===== config.mk =====
export PLATFORM = sky130hd
export DESIGN_NAME = div_ratio_monitor
export DESIGN_NICKNAME = d
export VERILOG_FILES = /design/src/rtl/div_mon_pkg.sv /design/src/rtl/div_ratio_monitor_edge_sync.sv /design/src/rtl/div_ratio_monitor.sv
export SDC_FILE = /design/constraint.sdc
export NUM_CORES = 1
export LEC_CHECK = 0
export BUFFER_PORTS_ARGS = -buffer_cell sky130_fd_sc_hd__buf_2
export CORE_MARGIN = 10
export CORE_UTILIZATION = 57
export DETAILED_ROUTE_END_ITERATION = 16
export PLACE_DENSITY = 0.9
export SLEW_MARGIN = 20
export SYNTH_ARGS = -nofsm -noshare
export SYNTH_HDL_FRONTEND = slang
export SYNTH_SLANG_ARGS = --single-unit

===== constraint.sdc =====
create_clock -name clk -period 3.7 [get_ports clk]
set_clock_uncertainty 0.2 [all_clocks]
set_input_delay 0.185 -clock clk [delete_from_list [all_inputs] [get_ports clk]]
set_output_delay 0.185 -clock clk [all_outputs]
set_load 0.01 [all_outputs]

===== src/rtl/div_mon_pkg.sv =====
// Shared types and helpers for the divided-clock ratio monitor.
package div_mon_pkg;

    typedef enum logic [1:0] {
        IDLE,
        HIGH,
        LOW
    } state_t;

    localparam int unsigned CNT_W_DEF = 8;

    function automatic int unsigned sat_max(input int unsigned width);
        return (32'd1 << width) - 32'd1;
    endfunction

endpackage


===== src/rtl/div_ratio_monitor_edge_sync.sv =====
// Two-flop synchronizer for an asynchronous input plus an edge-detect stage.
module edge_sync (
    input  logic clk,
    input  logic rst,
    input  logic din,
    output logic rise,
    output logic fall
);

    logic s1;
    logic s2;
    logic s3;

    always_ff @(posedge clk or negedge rst) begin
        if (!rst) begin
            s1 <= 1'b0;
            s2 <= 1'b0;
            s3 <= 1'b0;
        end else begin
            s1 <= din;
            s2 <= s1;
            s3 <= s2;
        end
    end

    assign rise = s2 & ~s3;
    assign fall = ~s2 & s3;

endmodule


===== src/rtl/div_ratio_monitor.sv =====
// Measures period/high time of a divided clock and checks the period against exp_ratio.
// Build option: define DUTY_CHECK_EN to also require high_time of floor(N/2) or ceil(N/2).
module div_ratio_monitor
    import div_mon_pkg::*;
#(
    parameter int unsigned CNT_W  = CNT_W_DEF,
    parameter int unsigned LOCK_N = 4
) (
    input  logic             clk,
    input  logic             rst,
    input  logic             en,
    input  logic             div_in,
    input  logic [CNT_W-1:0] exp_ratio,
    output logic [CNT_W-1:0] period,
    output logic [CNT_W-1:0] high_time,
    output logic             meas_valid,
    output logic             locked,
    output logic             mismatch,
    output logic             timeout
);

    localparam logic [CNT_W-1:0] SAT  = CNT_W'(sat_max(CNT_W));
    localparam int unsigned      MC_W = $clog2(LOCK_N + 1);
    localparam logic [MC_W-1:0]  MC_MAX = MC_W'(LOCK_N);

    logic             rise;
    logic             fall;
    state_t           state;
    state_t           state_nxt;
    logic [CNT_W-1:0] cnt;
    logic [CNT_W-1:0] hi_cnt;
    logic [MC_W-1:0]  match_cnt;
    logic             publish;
    logic             latch_hi;
    logic             to_hit;
    logic [CNT_W:0]   sum;
    logic [CNT_W-1:0] period_nxt;
    logic             period_ok;
    logic             is_match;

    edge_sync u_sync (
        .clk  (clk),
        .rst  (rst),
        .din  (div_in),
        .rise (rise),
        .fall (fall)
    );

    always_ff @(posedge clk or negedge rst) begin
        if (!rst) state <= IDLE;
        else      state <= state_nxt;
    end

    // An edge always wins over saturation, since it restarts cnt in the same cycle.
    always_comb begin
        state_nxt = state;
        if (!en) begin
            state_nxt = IDLE;
        end else begin
            case (state)
                IDLE:    if (rise) state_nxt = HIGH;
                HIGH: begin
                    if (fall)                     state_nxt = LOW;
                    else if (!rise && cnt == SAT) state_nxt = IDLE;
                end
                LOW: begin
                    if (rise)                     state_nxt = HIGH;
                    else if (!fall && cnt == SAT) state_nxt = IDLE;
                end
                default: state_nxt = IDLE;
            endcase
        end
    end

    always_comb begin
        publish  = en && (state == LOW) && rise;
        latch_hi = en && (state == HIGH) && fall;
        to_hit   = en && (state != IDLE) && (cnt == SAT) && !rise && !fall;
    end

    always_comb begin
        sum        = {1'b0, hi_cnt} + {1'b0, cnt};
        period_nxt = sum[CNT_W] ? SAT : sum[CNT_W-1:0];
        period_ok  = !sum[CNT_W] && (period_nxt == exp_ratio) && (exp_ratio >= CNT_W'(2));
    end

`ifdef DUTY_CHECK_EN
    logic [CNT_W:0] half_lo;
    logic [CNT_W:0] half_hi;
    logic           duty_ok;

    always_comb begin
        half_lo  = {1'b0, exp_ratio} >> 1;
        half_hi  = ({1'b0, exp_ratio} + (CNT_W + 1)'(1)) >> 1;
        duty_ok  = ({1'b0, hi_cnt} == half_lo) || ({1'b0, hi_cnt} == half_hi);
        is_match = period_ok && duty_ok;
    end
`else
    always_comb begin
        is_match = period_ok;
    end
`endif

    always_ff @(posedge clk or negedge rst) begin
        if (!rst) begin
            cnt        <= '0;
            hi_cnt     <= '0;
            match_cnt  <= '0;
            period     <= '0;
            high_time  <= '0;
            meas_valid <= 1'b0;
            locked     <= 1'b0;
            mismatch   <= 1'b0;
            timeout    <= 1'b0;
        end else if (!en) begin
            cnt        <= '0;
            match_cnt  <= '0;
            meas_valid <= 1'b0;
            locked     <= 1'b0;
            mismatch   <= 1'b0;
            timeout    <= 1'b0;
        end else begin
            meas_valid <= publish;
            mismatch   <= publish && !is_match;

            if (rise || fall)    cnt <= CNT_W'(1);
            else if (cnt != SAT) cnt <= cnt + CNT_W'(1);

            if (latch_hi) hi_cnt <= cnt;

            if (rise)        timeout <= 1'b0;
            else if (to_hit) timeout <= 1'b1;

            if (to_hit) begin
                match_cnt <= '0;
                locked    <= 1'b0;
            end else if (publish) begin
                period    <= period_nxt;
                high_time <= hi_cnt;
                if (is_match) begin
                    if (match_cnt != MC_MAX)         match_cnt <= match_cnt + MC_W'(1);
                    if (match_cnt >= MC_MAX - MC_W'(1)) locked <= 1'b1;
                end else begin
                    match_cnt <= '0;
                    locked    <= 1'b0;
                end
            end
        end
    end

endmodule

==> results of run 1 <==
==> power groups by stage <==
stage / sequential [W] / combinational [W] / clock, W
6_report: 0.000507 / 0.000103 / 0.000312
5_1_grt: 0.000509 / 0.000117 / 0.000340
4_1_cts: 0.000507 / 0.0000997 / 0.000319
3_5_place_dp: 0.000517 / 0.0000963 / 0
3_3_place_gp: 0.000515 / 0.0000937 / 0
2_1_floorplan: 0.000517 / 0.0000561 / 0
==> cell usage after synthesis, drive strengths merged, types with 3 or more instances <==
cell,n
xnor2,6
nand4,4
nand3,9
clkbuf,4
nor3,6
ha,14
o211a,3
nor2b,6
xor2,6
nor4,3
o21ai,13
a21o,3
a21oi,16
buf,4
o31ai,3
inv,9
nor2,16
a31oi,5
mux2,8
a211oi,3
a21boi,3
nand2,41
dfrtp,44
==> sequential cells by signal, summed over array words and instances, names as in the netlist <==
signal,cells
cnt,8
hi_cnt,8
high_time,8
locked,1
match_cnt,3
meas_valid,1
mismatch,1
period,8
state,2
timeout,1
u_sync.s1,1
u_sync.s2,1
u_sync.s3,1
==> layer usage <==
metal	wire [um]	GRT usage, %
met5	0	0
met4	133	7.04
met3	372	4.54
met2	2680	26.1
met1	2370	18.8
==> metrics by stage <==
stage	std cells	utilization (%)	worst slack, ps	hold slack, ps
6_report	344	68.7	589	153
5_1_grt	344	68.7	307	176
4_1_cts	343	68.0	612	156
3_5_place_dp	332	65.0	624	94.3
3_3_place_gp	332	65.0	767	93.1
2_1_floorplan	258	-	925	-311
==> layout by cell type (no fill, tap or decap), drive strengths merged, types with 2 or more instances in the layout <==
cell / instances
mux2i: 2
dfrtp: 44
xor2: 6
buf: 33
a21boi: 3
o211ai: 2
xnor2: 6
nor3b: 2
a21oi: 16
nand3: 9
a211oi: 3
dlygate4sd3: 3
o211a: 3
ha: 14
nor4: 3
mux2: 8
nor2b: 6
clkinv: 3
o21ai: 13
nor3: 6
nand2b: 2
o31ai: 3
nand4: 4
a2111oi: 2
nor2: 16
o21a: 2
o22ai: 2
a31oi: 5
nand2: 41
clkbuf: 6
inv: 9
a21o: 3
==> repair_timing <==
action,4_1_cts,5_1_grt
endpoints found under the hold margin,46,0
hold buffers,3,0
endpoints found under the setup margin,0,0
==> cells by family (layout without fill, tap and decap cells) <==
| logic type | after synthesis | count (layout) | share of synthesized area [%] |
|---|---|---|---|
| xor+xnor | 12 | 12 | 4.22 |
| simple gates | 93 | 93 | 18.1 |
| buf+inv | 18 | 54 | 3.16 |
| compound gates | 66 | 66 | 18.1 |
| mux | 10 | 10 | 4.42 |
| fa+ha+maj | 15 | 15 | 7.83 |
| flops | 44 | 44 | 44.2 |
==> layout make-up <==
class / instances / area, um2 / area share, %
flip-flops and latches: 44 / 1100 / 39.0
inverters: 10 / 37.5 / 1.33
clock buffers: 6 / 82.6 / 2.92
clock inverters: 2 / 10.0 / 0.354
well taps: 50 / 62.6 / 2.21
multi-input cells: 196 / 1310 / 46.4
repair buffers: 36 / 220 / 7.79
==> how the worst min path moves through the flow <==
| stage | endpoint | slack (ps) | cells past startpoint |
|---|---|---|---|
| after global placement | u_sync.s1 | 90 | 1 |
| after CTS | u_sync.s2 | 160 | 0 |
| after global routing | u_sync.s2 | 180 | 0 |
| after detailed placement | u_sync.s1 | 90 | 1 |
| final | u_sync.s2 | 150 | 0 |
| after floorplan | cnt[0] | -310 | 0 |
==> critical path, delay by kind of cell, from the launching register on <==
kind / cells / cell delay, ps
compound gates: 4 / 970
fa+ha+maj: 2 / 680
flops: 1 / 450
simple gates: 2 / 730
==> reports/metrics.cfg, run 1 <==
[timing]
period_share_pct=84.1
slew_headroom_pct=61.0
slew_viol_final=0
tightest_slew_ps=583
rsz0062_at_grt=false
hold_viol=0
period_needed_ps=3110
fmax_ghz=0.321
setup_violations=0
setup_tns_ps=0

[pwr]
total_power_w=0.000922
ir_drop_uv=177
power_frac_comb_pct=11.2
netSwitchingFraction_pct=25.5
power.density_nw_per_um2=326
clkPwrFrac_pct=33.8
internal-power_w=0.000687
p_seq_share_pct=55.0
switchingPower_w=0.000235
leakagePower_nw=1.47

[setup_path]
cp_data_required_time_ps=3740
r2r-end=match_cnt[1]
endpoint_kind=flip-flop
rrSetupSlack_ps=590
crit_path_end=match_cnt[1]
max_stage_delay_ps=500
path_cells=ha_1 -> fa_1 -> a211oi_1 -> o31ai_2 -> o22a_1 -> nor4_2 -> and2_1 -> a41o_1
crit_path_top_delay_cell=nor4_2
crit_fanout=6
arrival_ps=3150
start_kind=flip-flop
worst-r2r-cell-count=8
path_class=flip-flop to flip-flop
r2r_start=cnt[0]
startpoint=cnt[0]

[die]
dieArea_um2=7420
die_h_um=86.1
core_um2=4120
ios=32
die_w_um=86.1
row_count=23
start_util_pct=60.6

[route]
ant_nets=0
drt_first_pass_iters=4
wl_mm=5.56
wl_per_cell_um=16.1
drt_iter0_drc=117
drc_errors=0
num_vias=2080
via_per_inst=6.05

[grt]
antenna_found_initial=0
grt_usage_pct=15.9
first_global_vias=2102
grt_pass1_wl_mm=9.71
grt-ovfl-total=0
grt_max_degree=45

[yosys]
synth.top_cells.by_area=dfrtp_1, ha_1, nand2_1
synth_ff_type=dfrtp_1
synth_top_area_cell=dfrtp_1
syn_area_per_cell_um2=9.66
synth_async_sr_flop_share_pct=100
ys_ff_latch=44
syn_nets=285
syn_inst=258
synth_edf_count=0
synth_top_area_share_pct=44.2
ys_seq_area_share_pct=44.2
syn-cell-area_um2=2490
synth.distinct_cells=55
ys.warnings.count=0

[placed_design]
place_congestion=0.949
place_hpwl_mm=4.12
port-buffer-count=31
place_area_um2=2680

[clock_tree]
cts.path.max_buffers=2
cts_root_buffer=clkbuf_8
numCtsBuffers=5
cts_tree=built
clock_latency_ps=300
clkTransAtPathRegs_ps=80
cts_resized=0
postCtsSetupRepairBufs=0
clock-sinks=44
htreeDepth=2

[hold_path]
hp-start=u_sync.s1
hp-class=flip-flop to flip-flop

[final_layout]
nFillCells=306
final_nets=320
design_area_um2=2830
diodes=0
drive_gt1_share_pct=16.7
area_growth_pct=13.4

[outcome]
status=complete, no violations

[job]
cap_viol_max_count=0

No activity file was read; power rests on OpenSTA's default activity.
==> run 2, diff against run 1 <==
- clock period: 3.7 -> 2.92 ns (I/O delays scaled with it)
==> run 2 against run 1 <==
Effect of this change:
- global-route usage up 1.4 points
- flip-flop and latch count unchanged
- non-clock buffer count up 12
- largest cell class unchanged
- clock power up 26%
- utilization up 3.3 points
- final cell count up 3.5%
- die area unchanged
==> reports/metrics.cfg, run 2 (same netlist as run 1, synthesis figures left out) <==
[final_layout]
area_growth_pct=18.8
layout_common_cells=dfrtp_1, nand2_1, buf_2, nor2_1, a21oi_1
final_cells=356  ; +3.5%
drive_gt1_share_pct=21.9  ; +5.2 points
design_area_um2=2960  ; +4.7%
final_nets=332  ; +3.8%
final_common_cell=dfrtp_1
diodes=0  ; unchanged
final_util_pct=71.9  ; +3.3 points

[setup_path]
rrSetupSlack_ps=70  ; -520 ps
path_class=flip-flop to flip-flop
endpoint_kind=flip-flop
start_kind=flip-flop
crit_fanout=6  ; unchanged
r2r_start=hi_cnt[0]
arrival_ps=2880  ; -270 ps
startpoint=hi_cnt[0]
cp_data_required_time_ps=2950  ; -790 ps

[pwr]
p_seq_share_pct=54.1  ; -0.9 points
switchingPower_w=0.000304  ; +29%
power.density_nw_per_um2=401  ; +23%
ir_drop_uv=325  ; +84%
netSwitchingFraction_pct=25.6  ; +0.12 points
internal-power_w=0.000884  ; +29%
leakagePower_nw=1.51  ; +2.6%
power_frac_comb_pct=12.7  ; +1.5 points
clkPwrFrac_pct=33.2  ; -0.6 points

[placed_design]
dp_cells=345  ; +3.9%
post-place-ws_ps=-139  ; -764 ps
place_hpwl_mm=4.38  ; +6.5%
place_congestion=0.924  ; -2.6%
port-buffer-count=31  ; unchanged
place_area_um2=2770  ; +3.6%

[die]
start_util_pct=60.6  ; unchanged
row_count=23  ; unchanged
die_h_um=86.1  ; unchanged
dieArea_um2=7420  ; unchanged
die_w_um=86.1  ; unchanged
ios=32  ; unchanged
core_um2=4120  ; unchanged

[route]
wl_mm=6.21  ; +12%
drt_first_pass_iters=4  ; unchanged
drt_iter0_drc=156  ; +33%
wl_per_cell_um=17.4  ; +8.0%
ant_nets=0  ; unchanged
via_per_inst=6.10  ; +0.81%
num_vias=2170  ; +4.3%
drc_errors=0  ; unchanged

[outcome]
status=complete, no violations

[timing]
fmax_ghz=0.351  ; +9.1%
setup_ws_ps=69.0  ; -520 ps
period_share_pct=97.6  ; +14 points
period_needed_ps=2850  ; -260 ps
hold_viol=0  ; unchanged
slew_viol_final=0  ; unchanged
tightest_slew_ps=969  ; +386 ps
setup_violations=0  ; unchanged
slew_headroom_pct=35.4  ; -26 points

[grt]
antenna_found_initial=0  ; unchanged
grt-ovfl-total=0  ; unchanged
grt_usage_pct=17.3  ; +1.4 points
first_global_vias=2318  ; +10%
grt_pass1_wl_mm=10.6  ; +9.0%
grt_max_degree=45  ; unchanged

[job]
cap_viol_max_count=0  ; unchanged

[clock_tree]
clkTransAtPathRegs_ps=80  ; about the same
postCtsSetupRepairBufs=0  ; unchanged
htreeDepth=2  ; unchanged
cts.path.max_buffers=2  ; unchanged
cts_root_buffer=clkbuf_8
clock-sinks=44  ; unchanged
numCtsBuffers=5  ; unchanged
clock_latency_ps=290  ; about the same
cts_tree=built

[hold_path]
hp-class=flip-flop to flip-flop
hp-start=u_sync.s1

[run 2: worst max-delay path, stage by stage, from the launching register on]
cell and delay, ps:
dfrtp_1 430, ha_4 190, fa_2 440, a211oi_4 290, o31ai_4 130, o22a_2 290, nor4_4 400, nand4_1 210
a21oi_2 190
[run 2: power groups by stage]
stage	sequential [W]	combinational, W	clock, W
after floorplan	0.000655	0.0000710	0
after global placement	0.000650	0.000126	0
after detailed placement	0.000652	0.000132	0
after CTS	0.000642	0.000148	0.000396
after global routing	0.000644	0.000166	0.000421
final	0.000642	0.000151	0.000394
[run 2: path summary, 6_finish.rpt]
| path | endpoint | cells past startpoint |
|---|---|---|
| setup / recovery | locked | 8 |
| hold / removal | u_sync.s2 | 0 |
| setup reg to reg | locked | 8 |
| hold reg to reg | u_sync.s2 | 0 |
| max in group asynchronous | cnt[3] | 2 |
| min in group asynchronous | period[2] | 2 |
[run 2: per-stage QoR]
step	TNS [ps]	hold WS, ps	total power (W)
detailed placement	-258	56.9	0.000784
floorplan	0	-350	0.000726
CTS	0	158	0.00119
global placement	0	54.6	0.000777
finish	0	162	0.00119
global route	-4.95	167	0.00123
[run 2: cell type report]
| cell class | instances | area [um2] |
|---|---|---|
| inverters | 10 | 37.5 |
| clock inverters | 1 | 7.51 |
| well taps | 50 | 62.6 |
| flip-flops and latches | 44 | 1100 |
| multi-input cells | 196 | 1380 |
| clock buffers | 7 | 86.3 |
| fillers | 291 | 1150 |
| repair buffers | 48 | 290 |
[run 2: repair_timing]
item	4_1_cts	5_1_grt
hold endpoints to repair	48	0
pin swaps	6	2
hold buffers	3	0
gates resized for setup	8	3
endpoints found under the setup margin	5	5
[run 2: metal layers]
metal	GRT usage, %	part of all wire, %	wire length (um)	up-vias
met1	19.2	41	2530	1053
met3	4.64	6.4	399	18
met2	29.4	50	3120	78
li1	-	-	-	1021
met5	0	0	0	-
met4	8.98	2.6	160	0
==> run 3, diff against run 2 <==
- ABC_AREA: default -> 1
- CORE_UTILIZATION: 57 -> 58
- MAX_ROUTING_LAYER: default -> met4
- SETUP_SLACK_MARGIN: default -> 0.3
==> run 3 against run 2 <==
Effect of this change:
- worst setup slack better by 240 ps
- utilization is 1.5 points higher
- via count is 16% higher
- combinational power is 83% higher
- synthesized cell count is 40% higher
- register-to-register slack better by 240 ps
- sequential power is 4.7% higher
- critical path depth is 9 higher
- die area is 5.2% higher
- flip-flop and latch count stayed put
- cell area is 10% higher
- critical path type unchanged
==> reports/metrics.cfg, run 3 <==
[outcome]
status=complete, no violations

[setup_path]
crit_top_cell=nand2_2
max_stage_delay_ps=440  ; about the same
crit_family=simple AND/OR/NAND/NOR gates
critPathBufInv=0  ; unchanged
worst-r2r-cell-count=17  ; +9
cp_data_required_time_ps=2970  ; +20 ps
start_kind=flip-flop
arrival_ps=2660  ; -220 ps
crit_path_top_delay_cell=dfrtp_1
endpoint_kind=flip-flop
path_cells=ha_4 -> fa_2 -> nand2_2 -> nand2_4 -> nand2_4 -> nor2_4 -> nor2_8 -> nand2_2 -> nand2_2 -> nand2_2 -> nor2_2 -> nand2_1 -> nor2_2 -> nand3_2 -> nand2_4 -> nand3_2 -> nand2_1
cp.depth=17  ; +9
path_class=flip-flop to flip-flop
crit_fanout=7  ; +1

[yosys]
synth.most_common_cell=nand2_1
synth_top_area_share_pct=40.7  ; -3.5 points
synth_top_area_cell=dfrtp_1
syn_inst=360  ; +40%
ys.warnings.count=0  ; unchanged
syn-cell-area_um2=2710  ; +8.6%
synth_ff_type=dfrtp_1
ys_seq_area_share_pct=40.7  ; -3.5 points
syn_nets=387  ; +36%
ys_top_cells_by_count=nand2_1, inv_1, dfrtp_1
synth.top_cells.by_area=dfrtp_1, nand2_1, inv_1
ys_ff_latch=44  ; unchanged
synth.distinct_cells=33  ; -40%
synth_edf_count=0  ; unchanged
synth_async_sr_flop_share_pct=100  ; unchanged
syn_area_per_cell_um2=7.52  ; -22%

[die]
die_h_um=88.3  ; +2.6%
ios=32  ; unchanged
core_um2=4440  ; +8.0%
dieArea_um2=7800  ; +5.2%
row_count=24  ; +4.3%
die_w_um=88.3  ; +2.6%
start_util_pct=60.9  ; +0.36 points

[timing]
hold_viol=0  ; unchanged
setup_ws_ps=313  ; +244 ps
period_share_pct=89.3  ; -8.4 points
fmax_ghz=0.384  ; +9.4%
setup_tns_ps=0  ; unchanged
tightest_slew_ps=957  ; -12.6 ps
setup_violations=0  ; unchanged
slew_headroom_pct=36.2  ; +0.84 points
slew_viol_final=0  ; unchanged
period_needed_ps=2610  ; -244 ps
holdWs_ps=133  ; -29.9 ps
rsz0062_at_grt=true

[placed_design]
port-buffer-count=31  ; unchanged
place_congestion=0.941  ; +1.8%
post-place-ws_ps=261  ; +400 ps
place_hpwl_mm=4.88  ; +11%
place_area_um2=2920  ; +5.3%
dp_cells=440  ; +28%

[final_layout]
multi_input_area_um2=1550  ; +13%
final_nets=432  ; +30%
design_area_um2=3260  ; +10%
diodes=0  ; unchanged
final_cells=458  ; +29%
seq_area_um2=1100  ; unchanged
final_common_cell=nand2_1
drive_gt1_share_pct=24.4  ; +2.5 points
nFillCells=314  ; +7.9%
layout_common_cells=nand2_1, inv_1, dfrtp_1, buf_2, nor2_1
area_growth_pct=20.5

[grt]
first_global_vias=2430  ; +4.8%
grt_max_degree=45  ; unchanged
antenna_found_initial=0  ; unchanged
grt_pass1_wl_mm=10.7  ; +0.65%
grt-ovfl-total=0  ; unchanged
grt_usage_pct=17.2  ; -0.048 points

[clock_tree]
numCtsBuffers=5  ; unchanged
cts_root_buffer=clkbuf_8
cts.path.max_buffers=2  ; unchanged
clkTransAtPathRegs_ps=80  ; about the same
cts_tree=built
htreeDepth=2  ; unchanged
clock_latency_ps=300  ; about the same
clock-sinks=44  ; unchanged

[route]
drt_iter0_drc=153  ; -1.9%
wl_per_cell_um=14.8  ; -15%
wl_mm=6.80  ; +9.6%
drc_errors=0  ; unchanged
num_vias=2521  ; +16%
via_per_inst=5.50  ; -9.7%
ant_nets=0  ; unchanged
drt_first_pass_iters=4  ; unchanged

[job]
cap_viol_max_count=0  ; unchanged

[pwr]
leakagePower_nw=1.73  ; +15%
ir_drop_uv=378  ; +16%
power.density_nw_per_um2=414  ; +3.3%

[hold_path]
holdPathStages=6  ; +6
hp-class=input pin to flip-flop

## run 3: stage by stage
stage | power [W] | util, %
after global routing | 0.00141 | 73.4
after floorplan | 0.000826 | -
after CTS | 0.00131 | 68.8
final | 0.00135 | 73.4
after detailed placement | 0.000908 | 65.7
after global placement | 0.000899 | 65.7
## run 3: cells by family after synthesis
group                      Yosys count  synth area share, %
DFF                                 44                 40.7
adders and majority gates           15                 7.21
xor gates and xnor gates             2                0.647
buffers and inverters               58                 8.04
AOI/OAI and AO/OA                   40                 8.41
and+or+nand+nor                    201                 35.0
## run 3: path summary, 6_finish.rpt
check                             start            to  slack, ps
max                           hi_cnt[0]  match_cnt[0]        310
max in group asynchronous           rst        cnt[3]       1590
min                        exp_ratio[1]      mismatch        130
max reg2reg                   hi_cnt[0]  match_cnt[0]        310
min reg2reg                   u_sync.s1     u_sync.s2        170
min in group asynchronous           rst     period[3]        310
## run 3: power by group
part	internal [W]	switching (W)	leakage (nW)	total, W
Combinational	0.000115	0.000162	1.09	0.000277
Sequential	0.000642	0.0000294	0.595	0.000672
Clock	0.000192	0.000212	0.0445	0.000404
Total	0.000949	0.000403	1.73	0.00135
## run 3: final cells by class
type                            count  area share (%)
Inverter                           54            6.21
Timing Repair Buffer               42            7.63
Clock inverter                      1           0.230
Multi-Input combinational cell    258            47.5
Clock buffer                        7            2.65
Sequential cell                    44            33.7
Tap cell                           52            1.99
## run 3: per-layer routing
metal / vias to the layer above / global-route usage (%) / part of all wire, %
met5: - / - / 0
met4: 0 / 5.14 / 1.9
met3: 13 / 3.49 / 6.8
met2: 105 / 30.4 / 50
met1: 1179 / 19.1 / 41
li1: 1224 / - / -
## run 3: tightest hold or removal path, cell delays in order
cell	delay [ps]
buf_2	130
inv_1	70
a21oi_1	60
nand3b_1	80
nor2_1	50
nor2_1	70
## run 3: timing repair
item,4_1_cts,5_1_grt
endpoints found under the setup margin,4,5
hold endpoints to repair,46,0
pin swaps,1,9
setup buffers,1,6
hold buffers,3,0
gates resized for setup,2,30
